File: src/rtl/conv1_fmap_pkg.sv
// Shared definitions for the conv1 feature-map writer.
// Holds the frame geometry (14 rows x 7 pixel pairs = 98 beats), the write
// address width, the stored pixel width, the writer FSM state type and the
// packed beat types for the pool input and the memory write data.
package conv1_fmap_pkg;

  localparam int NUM_FILT   = 6;
  localparam int NUM_PXL    = 2;
  localparam int IN_WDTH    = 22;
  localparam int OUT_WDTH   = 8;
  localparam int SHIFT      = 6;
  localparam int FMAP_ROWS  = 14;
  localparam int FMAP_PAIRS = 7;
  localparam int FMAP_BEATS = FMAP_ROWS * FMAP_PAIRS;
  localparam int ADDR_W     = 7;

  localparam logic [ADDR_W-1:0] LAST_BEAT = ADDR_W'(FMAP_BEATS - 1);

  typedef enum logic [1:0] {
    ST_IDLE = 2'd0,
    ST_FILL = 2'd1,
    ST_FULL = 2'd2
  } fmap_state_e;

  // [filt][pxl][bit], filter 0 / pixel 0 in the least significant bits
  typedef logic [NUM_FILT-1:0][NUM_PXL-1:0][IN_WDTH-1:0]  pool_beat_t;
  typedef logic [NUM_FILT-1:0][NUM_PXL-1:0][OUT_WDTH-1:0] fmap_beat_t;

endpackage

File: src/rtl/conv1_requant.sv
// Single-pixel requantizer: signed pooled value -> unsigned stored byte.
// Arithmetic right shift by SHIFT_R; negative inputs map to 0.
// Build option CONV1_FMAP_SAT_EN: when defined, shifted values above the
// output range clamp to all-ones; otherwise the shifted value is truncated.
// Ports:
//   pxl  in   DATA_W  signed pooled pixel
//   q    out  Q_W     requantized unsigned pixel
module conv1_requant
  import conv1_fmap_pkg::*;
#(
  parameter int DATA_W  = IN_WDTH,
  parameter int Q_W     = OUT_WDTH,
  parameter int SHIFT_R = SHIFT
) (
  input  logic signed [DATA_W-1:0] pxl,
  output logic        [Q_W-1:0]    q
);

  function automatic logic [Q_W-1:0] requant(input logic signed [DATA_W-1:0] v);
    if (v[DATA_W-1]) begin
      return '0;
    end
`ifdef CONV1_FMAP_SAT_EN
    // any set bit between the sign and the kept field means q exceeds range
    if (|v[DATA_W-2:SHIFT_R+Q_W]) begin
      return '1;
    end
`endif
    return Q_W'(v >>> SHIFT_R);
  endfunction

  // dropped fraction bits (and, when truncating, the high bits) are intentional
  logic unused_pxl;
  assign unused_pxl = ^pxl;

  assign q = requant(pxl);

endmodule

File: src/rtl/conv1_fmap_writer.sv
// conv1 feature-map writer: consumes pooled beats (6 filters x 2 pixels),
// requantizes each pixel to 8 bits and writes the beat into the conv1
// feature-map memory at beat index row*7 + pair. One 14x14x6 frame is
// collected and held (fmap_done_o) until the conv2 side releases it.
// Build option CONV1_FMAP_SAT_EN selects saturating requantization.
// Ports:
//   conv1_fmap_clk  in   clock
//   conv1_fmap_rst  in   synchronous active-high reset
//   sof_i           in   frame-start pulse
//   pool_valid_i    in   pool_out_i valid
//   pool_out_i      in   packed [filt][pxl][22b] pooled beat
//   fmap_release_i  in   consumer done with the held frame
//   wr_en_o         out  memory write strobe
//   wr_addr_o       out  beat index 0..97
//   wr_data_o       out  packed [filt][pxl][8b] requantized beat
//   fmap_done_o     out  frame complete and held
//   err_o           out  sticky protocol error
module conv1_fmap_writer
  import conv1_fmap_pkg::*;
(
  input  logic                                  conv1_fmap_clk,
  input  logic                                  conv1_fmap_rst,
  input  logic                                  sof_i,
  input  logic                                  pool_valid_i,
  input  logic [NUM_FILT*NUM_PXL*IN_WDTH-1:0]   pool_out_i,
  input  logic                                  fmap_release_i,
  output logic                                  wr_en_o,
  output logic [ADDR_W-1:0]                     wr_addr_o,
  output logic [NUM_FILT*NUM_PXL*OUT_WDTH-1:0]  wr_data_o,
  output logic                                  fmap_done_o,
  output logic                                  err_o
);

  fmap_state_e       state_p0, state_nx;
  logic [ADDR_W-1:0] cnt_p0, cnt_nx;
  logic [ADDR_W-1:0] addr_p0;
  logic              acc_p0;
  logic              err_set_p0;
  pool_beat_t        pool_p0;
  fmap_beat_t        data_p0;

  logic              vld_p1;
  logic [ADDR_W-1:0] addr_p1;
  fmap_beat_t        data_p1;
  logic              done_p1;
  logic              err_p1;

  // p0: requantize the incoming beat and decide acceptance
  assign pool_p0 = pool_out_i;

  for (genvar f = 0; f < NUM_FILT; f++) begin : g_filt
    for (genvar p = 0; p < NUM_PXL; p++) begin : g_pxl
      conv1_requant #(
        .DATA_W  (IN_WDTH),
        .Q_W     (OUT_WDTH),
        .SHIFT_R (SHIFT)
      ) u_requant (
        .pxl (pool_p0[f][p]),
        .q   (data_p0[f][p])
      );
    end
  end

  always_comb begin
    state_nx   = state_p0;
    cnt_nx     = cnt_p0;
    acc_p0     = 1'b0;
    addr_p0    = cnt_p0;
    err_set_p0 = 1'b0;
    unique case (state_p0)
      ST_IDLE: begin
        if (sof_i) begin
          state_nx = ST_FILL;
          cnt_nx   = '0;
          if (pool_valid_i) begin
            acc_p0  = 1'b1;
            addr_p0 = '0;
            cnt_nx  = ADDR_W'(1);
          end
        end else if (pool_valid_i) begin
          err_set_p0 = 1'b1;
        end
      end
      ST_FILL: begin
        if (sof_i) begin
          // a restart at beat 0 is a clean re-sync, later is a protocol error
          if (cnt_p0 != '0) begin
            err_set_p0 = 1'b1;
          end
          cnt_nx = '0;
          if (pool_valid_i) begin
            acc_p0  = 1'b1;
            addr_p0 = '0;
            cnt_nx  = ADDR_W'(1);
          end
        end else if (pool_valid_i) begin
          acc_p0 = 1'b1;
          if (cnt_p0 == LAST_BEAT) begin
            state_nx = ST_FULL;
            cnt_nx   = '0;
          end else begin
            cnt_nx = cnt_p0 + ADDR_W'(1);
          end
        end
      end
      ST_FULL: begin
        if (pool_valid_i) begin
          err_set_p0 = 1'b1;
        end
        if (fmap_release_i) begin
          state_nx = ST_IDLE;
        end
      end
      default: begin
        state_nx = ST_IDLE;
      end
    endcase
  end

  // p1: registered write port and status
  always_ff @(posedge conv1_fmap_clk) begin
    if (conv1_fmap_rst) begin
      state_p0 <= ST_IDLE;
      cnt_p0   <= '0;
      vld_p1   <= 1'b0;
      addr_p1  <= '0;
      data_p1  <= '0;
      done_p1  <= 1'b0;
      err_p1   <= 1'b0;
    end else begin
      state_p0 <= state_nx;
      cnt_p0   <= cnt_nx;
      vld_p1   <= acc_p0;
      if (acc_p0) begin
        addr_p1 <= addr_p0;
        data_p1 <= data_p0;
      end
      done_p1  <= (state_nx == ST_FULL);
      err_p1   <= err_p1 | err_set_p0;
    end
  end

  assign wr_en_o     = vld_p1;
  assign wr_addr_o   = addr_p1;
  assign wr_data_o   = data_p1;
  assign fmap_done_o = done_p1;
  assign err_o       = err_p1;

endmodule

File: config.mk
export PLATFORM = sky130hd
export DESIGN_NAME = conv1_fmap_writer
export DESIGN_NICKNAME = d
export VERILOG_FILES = /design/src/rtl/conv1_fmap_pkg.sv /design/src/rtl/conv1_requant.sv /design/src/rtl/conv1_fmap_writer.sv
export SDC_FILE = /design/constraint.sdc
export NUM_CORES = 1
export LEC_CHECK = 0
export ABC_AREA = 1
export CORE_AREA = 2 2 147 149
export DETAILED_ROUTE_END_ITERATION = 10
export DIE_AREA = 0 0 149 151
export HOLD_SLACK_MARGIN = 0.1
export PLACE_DENSITY = 0.66
export RECOVER_POWER = 25
export SYNTH_ARGS = -nofsm -noshare
export SYNTH_HDL_FRONTEND = slang
export SYNTH_HIERARCHICAL = 1
export SYNTH_SLANG_ARGS = --single-unit
File: constraint.sdc
create_clock -name conv1_fmap_clk -period 1.45 [get_ports conv1_fmap_clk]
set_input_delay 0.3625 -clock conv1_fmap_clk [delete_from_list [all_inputs] [get_ports conv1_fmap_clk]]
set_output_delay 0.3625 -clock conv1_fmap_clk [all_outputs]
set_load 0.01 [all_outputs]
==> impl_metrics.yaml, run 1 <==
synth:
  yosys-top-cells-area: "dfxtp_1 45%, nor2_1 22%, inv_1 8.3%"
  synth-async-reset-ratio: 0
  syn-mean-instance-area_um2: 6.76
  synth_edf_count: 0
  synth.most_common_cell: "nor2_1"
  synth_common_cells: "302 x nor2_1, 115 x dfxtp_1, 112 x inv_1, 62 x o21ai_1, 40 x o21ai_0"
  yosysTopAreaCell: "dfxtp_1"
  syn_inst: 751
  synth_fp_nets: 1023
  synth_ff_type: "dfxtp_1"
  netlist_area_um2: 5080
  synth_top_area_frac: 0.453
  yosysUniqueCellTypes: 22
  yosys_warnings: 6
  ys_ff_latch: 115
  ys_seq_area_frac: 0.453
die:
  die_h_um: 151
  start_util: 0.244
  fp.dieW_um: 149
  rows: 53
  core_um2: 20800
  ioPinCount: 375
  die-area_um2: 22500
power_and_ir_drop:
  clkPwrFrac: 0.433
  seqPwrFrac: 0.390
  p_leak_uw: 0.00397
  power.switching_uw: 2380
  cellPowerDensity_nw_per_um2: 1120
  ir_drop_v: 0.000711
  pwr-share-comb: 0.177
  power_uw: 8980
  p_int_uw: 6600
  switching_share: 0.265
timing:
  tns_ns: 0
  skew_ns: 0.00992
  fin_ws_ns: 0.0216
  report.final.slew_viol_count: 0
  hold_viol: 0
  holdWs_ns: 0.441
  worst_pin_slew_ns: 0.369
  report.final.setup_viol: 0
  clock.fmax_mhz: 700
  slew_headroom: 0.753
  period_share: 0.985
  fin_crit_ns: 1.43
clocking:
  htreeDepth: 4
  postCtsSetupRepairBufs: 0
  clkTransAtPathRegs_ns: 0.06
  cts_root_buf: "clkbuf_16"
  ctsLongestPathBuffers: 2
  cts_sinks: 115
  clkLatencyLatePin_ns: 0.41
  cts_made_buffers: 17
  cts_tree: "yes"
min_path:
  min_to: "cnt_p0[0]"
  hp-start: "pool_valid_i"
  hold_depth: 5
  hp-class: "in2reg"
route:
  dr_total_vias: 5168
  avgViaCountPerCell: 4.10
  routedWlPerCell_um: 12.8
  drt_pre_antenna_iters: 4
  drc: 0
  ant_nets: 0
  drt_iter0_drc: 202
  routed_wl_mm: 16.1
worst_setup_path:
  reg2reg_depth: 8
  rrSetupSlack_ns: 0.14
  worstSetupEndpointType: "output port"
  regToRegStartpoint: "state_p0[1]"
  cp.required_ns: 1.09
  cp.arrival_ns: 1.07
  critical-path-top-delay-family: "flip-flops"
  critical_path.slowest_cell: "dfxtp_1"
  criticalPathCategory: "reg2out"
  cp-start-kind: "register"
  critPathBufInv: 1
  reg2reg_to: "wr_addr_o[6]"
  cpPeakStageDelay_ns: 0.40
  worstPathCellList: "clkdlybuf4s15_1"
  cp_max_fo: 2
layout:
  final_cells: 1259
  area_growth_pct: 58.5
  fin_nets: 1244
  drive_above_1_share: 0.0701
  num_antenna_cells: 0
place:
  place_ws_ns: -0.437
  portBuffers: 218
  placed_cells: 1226
  routabilityCongestion: 0.781
  dp_hpwl_mm: 11.2
grt:
  grt_pass1_vias: 4765
  grtUsageTotal: 0.136
  grt-ovfl-total: 0
  antenna_found_initial: 1
  grt_max_degree: 63
  grt_pass1_wl_mm: 24.2
status:
  status: "complete, no violations"
run:
  cap_viol_max_count: 0
==> registers in the layout, indices dropped and copies added (netlist names) <==
signal,cells
wr_data_o,96
cnt_p0,7
fmap_done_o,1
state_p0,2
wr_en_o,1
err_o,1
wr_addr_o,7
==> layer usage <==
layer / global-route usage / vias to the layer above / share of wire
li1: - / 2707 / -
met1: 0.173 / 2259 / 0.46
met2: 0.217 / 187 / 0.44
met3: 0.0361 / 15 / 0.080
met4: 0.0562 / 0 / 0.019
met5: 0 / - / 0
==> power groups by stage <==
stage	clock (uW)	combinational [uW]	sequential, uW
CTS	4000	1570	3500
detailed placement	0	1710	3580
floorplan	0	678	3670
global route	4160	1760	3530
finish	3890	1590	3500
global placement	0	1700	3570
==> area by class of cell <==
class	instances	area, um2
fillers	2217	12800
repair buffers	247	2400
flip-flops and latches	115	2300
multi-input cells	477	2030
clock buffers	21	460
inverters	114	430
well taps	275	344
clock inverters	10	85.1
==> cell usage in the layout, fill, tap and decap left out, types with 3 or more instances in the layout <==
master / instances
dfxtp_1: 113
ha_1: 3
nor2_1: 301
nand4_1: 7
a21oi_1: 5
clkdlybuf4s50_1: 111
o21ai_0: 40
buf_6: 3
inv_1: 111
clkbuf_16: 18
dlygate4sd2_1: 87
clkdlybuf4s15_1: 19
nand3_1: 14
clkinvlp_4: 4
nand2_1: 35
buf_12: 6
o21ai_1: 62
clkinv_2: 5
buf_4: 17
==> stage by stage <==
stage                     area [um2]  utilization
final                           8050        0.387
after global routing            8050        0.387
after CTS                       7980        0.383
after global placement          7560        0.363
after detailed placement        7560        0.363
after floorplan                 5080            -
==> how the worst max path moves through the flow <==
stage                 start  cells after the start  slack [ns]             to
4_1_cts        wr_addr_o[4]                      1       0.002   wr_addr_o[4]
6_report       wr_addr_o[4]                      1        0.02   wr_addr_o[4]
3_5_place_dp   pool_valid_i                      7       -0.44  wr_data_o[51]
5_1_grt        wr_addr_o[4]                      1      -0.004   wr_addr_o[4]
2_1_floorplan  pool_valid_i                      7        0.24  wr_data_o[56]
3_3_place_gp   pool_valid_i                      7       -0.38  wr_data_o[42]
==> timing repair <==
action,in CTS,in global routing
cloned,0,2
endpoints found under the setup margin,109,73
resized for setup,109,29
hold buffers,0,0
==> worst reg2reg max path, delay by kind of cell, from the launching register on <==
family	cells	cell delay [ns]
simple gates	3	0.26
flops	1	0.34
compound gates	1	0.09
buf+inv	4	0.54
==> cells by family (layout without fill, tap and decap cells) <==
| group | Yosys count | after routing | synth area share |
|---|---|---|---|
| and+or+nand+nor | 364 | 364 | 0.278 |
| adders and majority gates | 3 | 3 | 0.00739 |
| buffers and inverters | 159 | 392 | 0.152 |
| AOI/OAI and AO/OA | 110 | 110 | 0.110 |
| DFF | 115 | 115 | 0.453 |
(Power assumes the default switching activity.)
==> run 2, diff against run 1 <==
Settings changed: RECOVER_POWER 25 to not set, REMOVE_ABC_BUFFERS set to 1.
==> run 2 against run 1 <==
Net effect:
- via count increased by 2.9%
- non-clock buffer count increased by 21
- highest routed layer is now met5
- critical endpoint is now wr_data_o[55]
- final cell count up 1.7%
- cell area up 2.6%
- total power is 4.3% higher
- sequential cell count did not move
- combinational power up 4%
- setup slack gained 0.022 ns
- routed wire length up 0.71%
==> impl_metrics.yaml, run 2 (synthesis results as in run 1) <==
power_and_ir_drop:
  power_uw: 9370
  cellPowerDensity_nw_per_um2: 1130
  p_leak_uw: 0.00410
  ir_drop_v: 0.000688
timing:
  worst_pin_slew_ns: 0.341
  skew_ns: 0.00662
  fin_crit_ns: 1.41
  clock.fmax_mhz: 711
  report.final.slew_viol_count: 0
  holdWs_ns: 0.401
  hold_viol: 0
  report.final.setup_viol: 0
  period_share: 0.970
  slew_headroom: 0.772
  rsz0062_at_grt: "false"
worst_setup_path:
  regToRegStartpoint: "state_p0[1]"
  reg2reg_to: "wr_data_o[86]"
  cpPeakStageDelay_ns: 0.36
  rrSetupSlack_ns: 0.12
  cp.arrival_ns: 1.04
  critPathBufInv: 1
  cp-start-kind: "register"
  criticalPathCategory: "reg2out"
  cp_max_fo: 2
  worstSetupEndpointType: "output port"
  cp.required_ns: 1.09
  worstPathCellList: "dlygate4sd2_1"
  reg2reg_depth: 8
  critical-path-top-delay-family: "flip-flops"
  critical_path.slowest_cell: "dfxtp_1"
layout:
  fin_area_um2: 8260
  drive_above_1_share: 0.100
  multi_input_area_um2: 2030
  num-fill-cells: 2199
  largest_reg_flops: 96
  area_growth_pct: 62.6
  mostFrequentLayoutCells: "302 x nor2_1, 113 x dfxtp_1, 111 x inv_1, 111 x clkdlybuf4s50_1, 86 x dlygate4sd2_1"
  final_cells: 1281
  fin_nets: 1265
  num_antenna_cells: 0
  final_common_cell: "nor2_1"
  regArea_um2: 2300
clocking:
  htreeDepth: 4
  clkTransAtPathRegs_ns: 0.06
  holdBufCountCts: 0
  clkLatencyLatePin_ns: 0.40
  cts_sinks: 115
  cts_made_buffers: 17
  cts_tree: "yes"
  ctsLongestPathBuffers: 2
  cts_root_buf: "clkbuf_16"
  postCtsSetupRepairBufs: 0
place:
  dp_hpwl_mm: 12.0
  placed_area_um2: 7750
  placed_cells: 1248
  routabilityCongestion: 0.763
  portBuffers: 218
route:
  drt_pre_antenna_iters: 4
  drt_iter0_drc: 200
  dr_total_vias: 5316
  avgViaCountPerCell: 4.15
  met3_length_mm: 1.61
  drc: 0
  routedWlPerCell_um: 12.7
  top_layer: "met5"
  wl_met1_mm: 7.41
  route.met2.wl_mm: 7.08
  ant_nets: 0
  routed_wl_mm: 16.2
grt:
  grt_pass1_wl_mm: 25.4
  antenna_found_initial: 1
  grt_max_degree: 51
  grtUsageTotal: 0.143
  grt-ovfl-total: 0
  grt_pass1_vias: 4977
min_path:
  hold_depth: 3
  hp-start: "pool_valid_i"
  min_to: "err_o"
  hp-class: "in2reg"
die:
  ioPinCount: 375
  die-area_um2: 22500
  start_util: 0.244
  rows: 53
  core_um2: 20800
  die_h_um: 151
  fp.dieW_um: 149
run:
  cap_viol_max_count: 0
status:
  status: "complete, no violations"
[run 2: cell types whose count changed in the layout (fill, tap and decap cells not counted), moves of 3 or more]
cell,previous run,this run
buf_12,6,9
buf_4,17,39
clkbuf_2,1,7
clkdlybuf4s15_1,19,12
clkinv_2,5,1
inv_6,0,4
[run 2: worst max-delay path by stage]
stage / startpoint / endpoint / cells after the start
floorplan: pool_valid_i / wr_data_o[0] / 5
global placement: pool_valid_i / wr_data_o[54] / 8
detailed placement: pool_valid_i / wr_data_o[86] / 8
CTS: wr_data_o[87] / wr_data_o[87] / 1
global route: wr_data_o[17] / wr_data_o[17] / 1
finish: wr_data_o[55] / wr_data_o[55] / 1
[run 2: metal layers]
layer  GRT usage  up-vias
li1            -     2760
met1       0.181     2375
met2       0.223      169
met3      0.0687       10
met4      0.0295        2
met5           0        -
[run 2: what timing repair did]
item,CTS,global route
gates cloned,0,1
gates resized for setup,110,33
setup endpoints to repair,106,100
[run 2: power breakdown]
| group | switching (uW) | leakage, uW | total [uW] | internal, uW |
|---|---|---|---|---|
| clock network | 1570 | 0.000279 | 4220 | 2650 |
| logic | 811 | 0.00287 | 1650 | 836 |
| registers | 110 | 0.000948 | 3500 | 3390 |
| total | 2490 | 0.00410 | 9370 | 6870 |
[run 2: stage by stage]
| stage | util | TNS (ns) | setup WS [ns] |
|---|---|---|---|
| detailed placement | 0.372 | -40.99 | -0.425 |
| global route | 0.397 | 0 | 0.00137 |
| CTS | 0.395 | 0 | 0.00124 |
| finish | 0.397 | 0 | 0.0433 |
| floorplan | - | -125.21 | -1.22 |
| global placement | 0.372 | -38.69 | -0.399 |
[run 2: cell type report]
class,instances,share of cell area
timing repair buffer,268,0.309
sequential,115,0.279
multi-input combinational,477,0.245
clock buffer,19,0.0548
inverter,114,0.0520
tap,275,0.0417
clock inverter,13,0.0182
[run 2: worst min-delay path, cell delays in order]
cell and delay, ns:
dlymetal6s2s_1 0.17, a31oi_1 0.11, a21oi_1 0.12
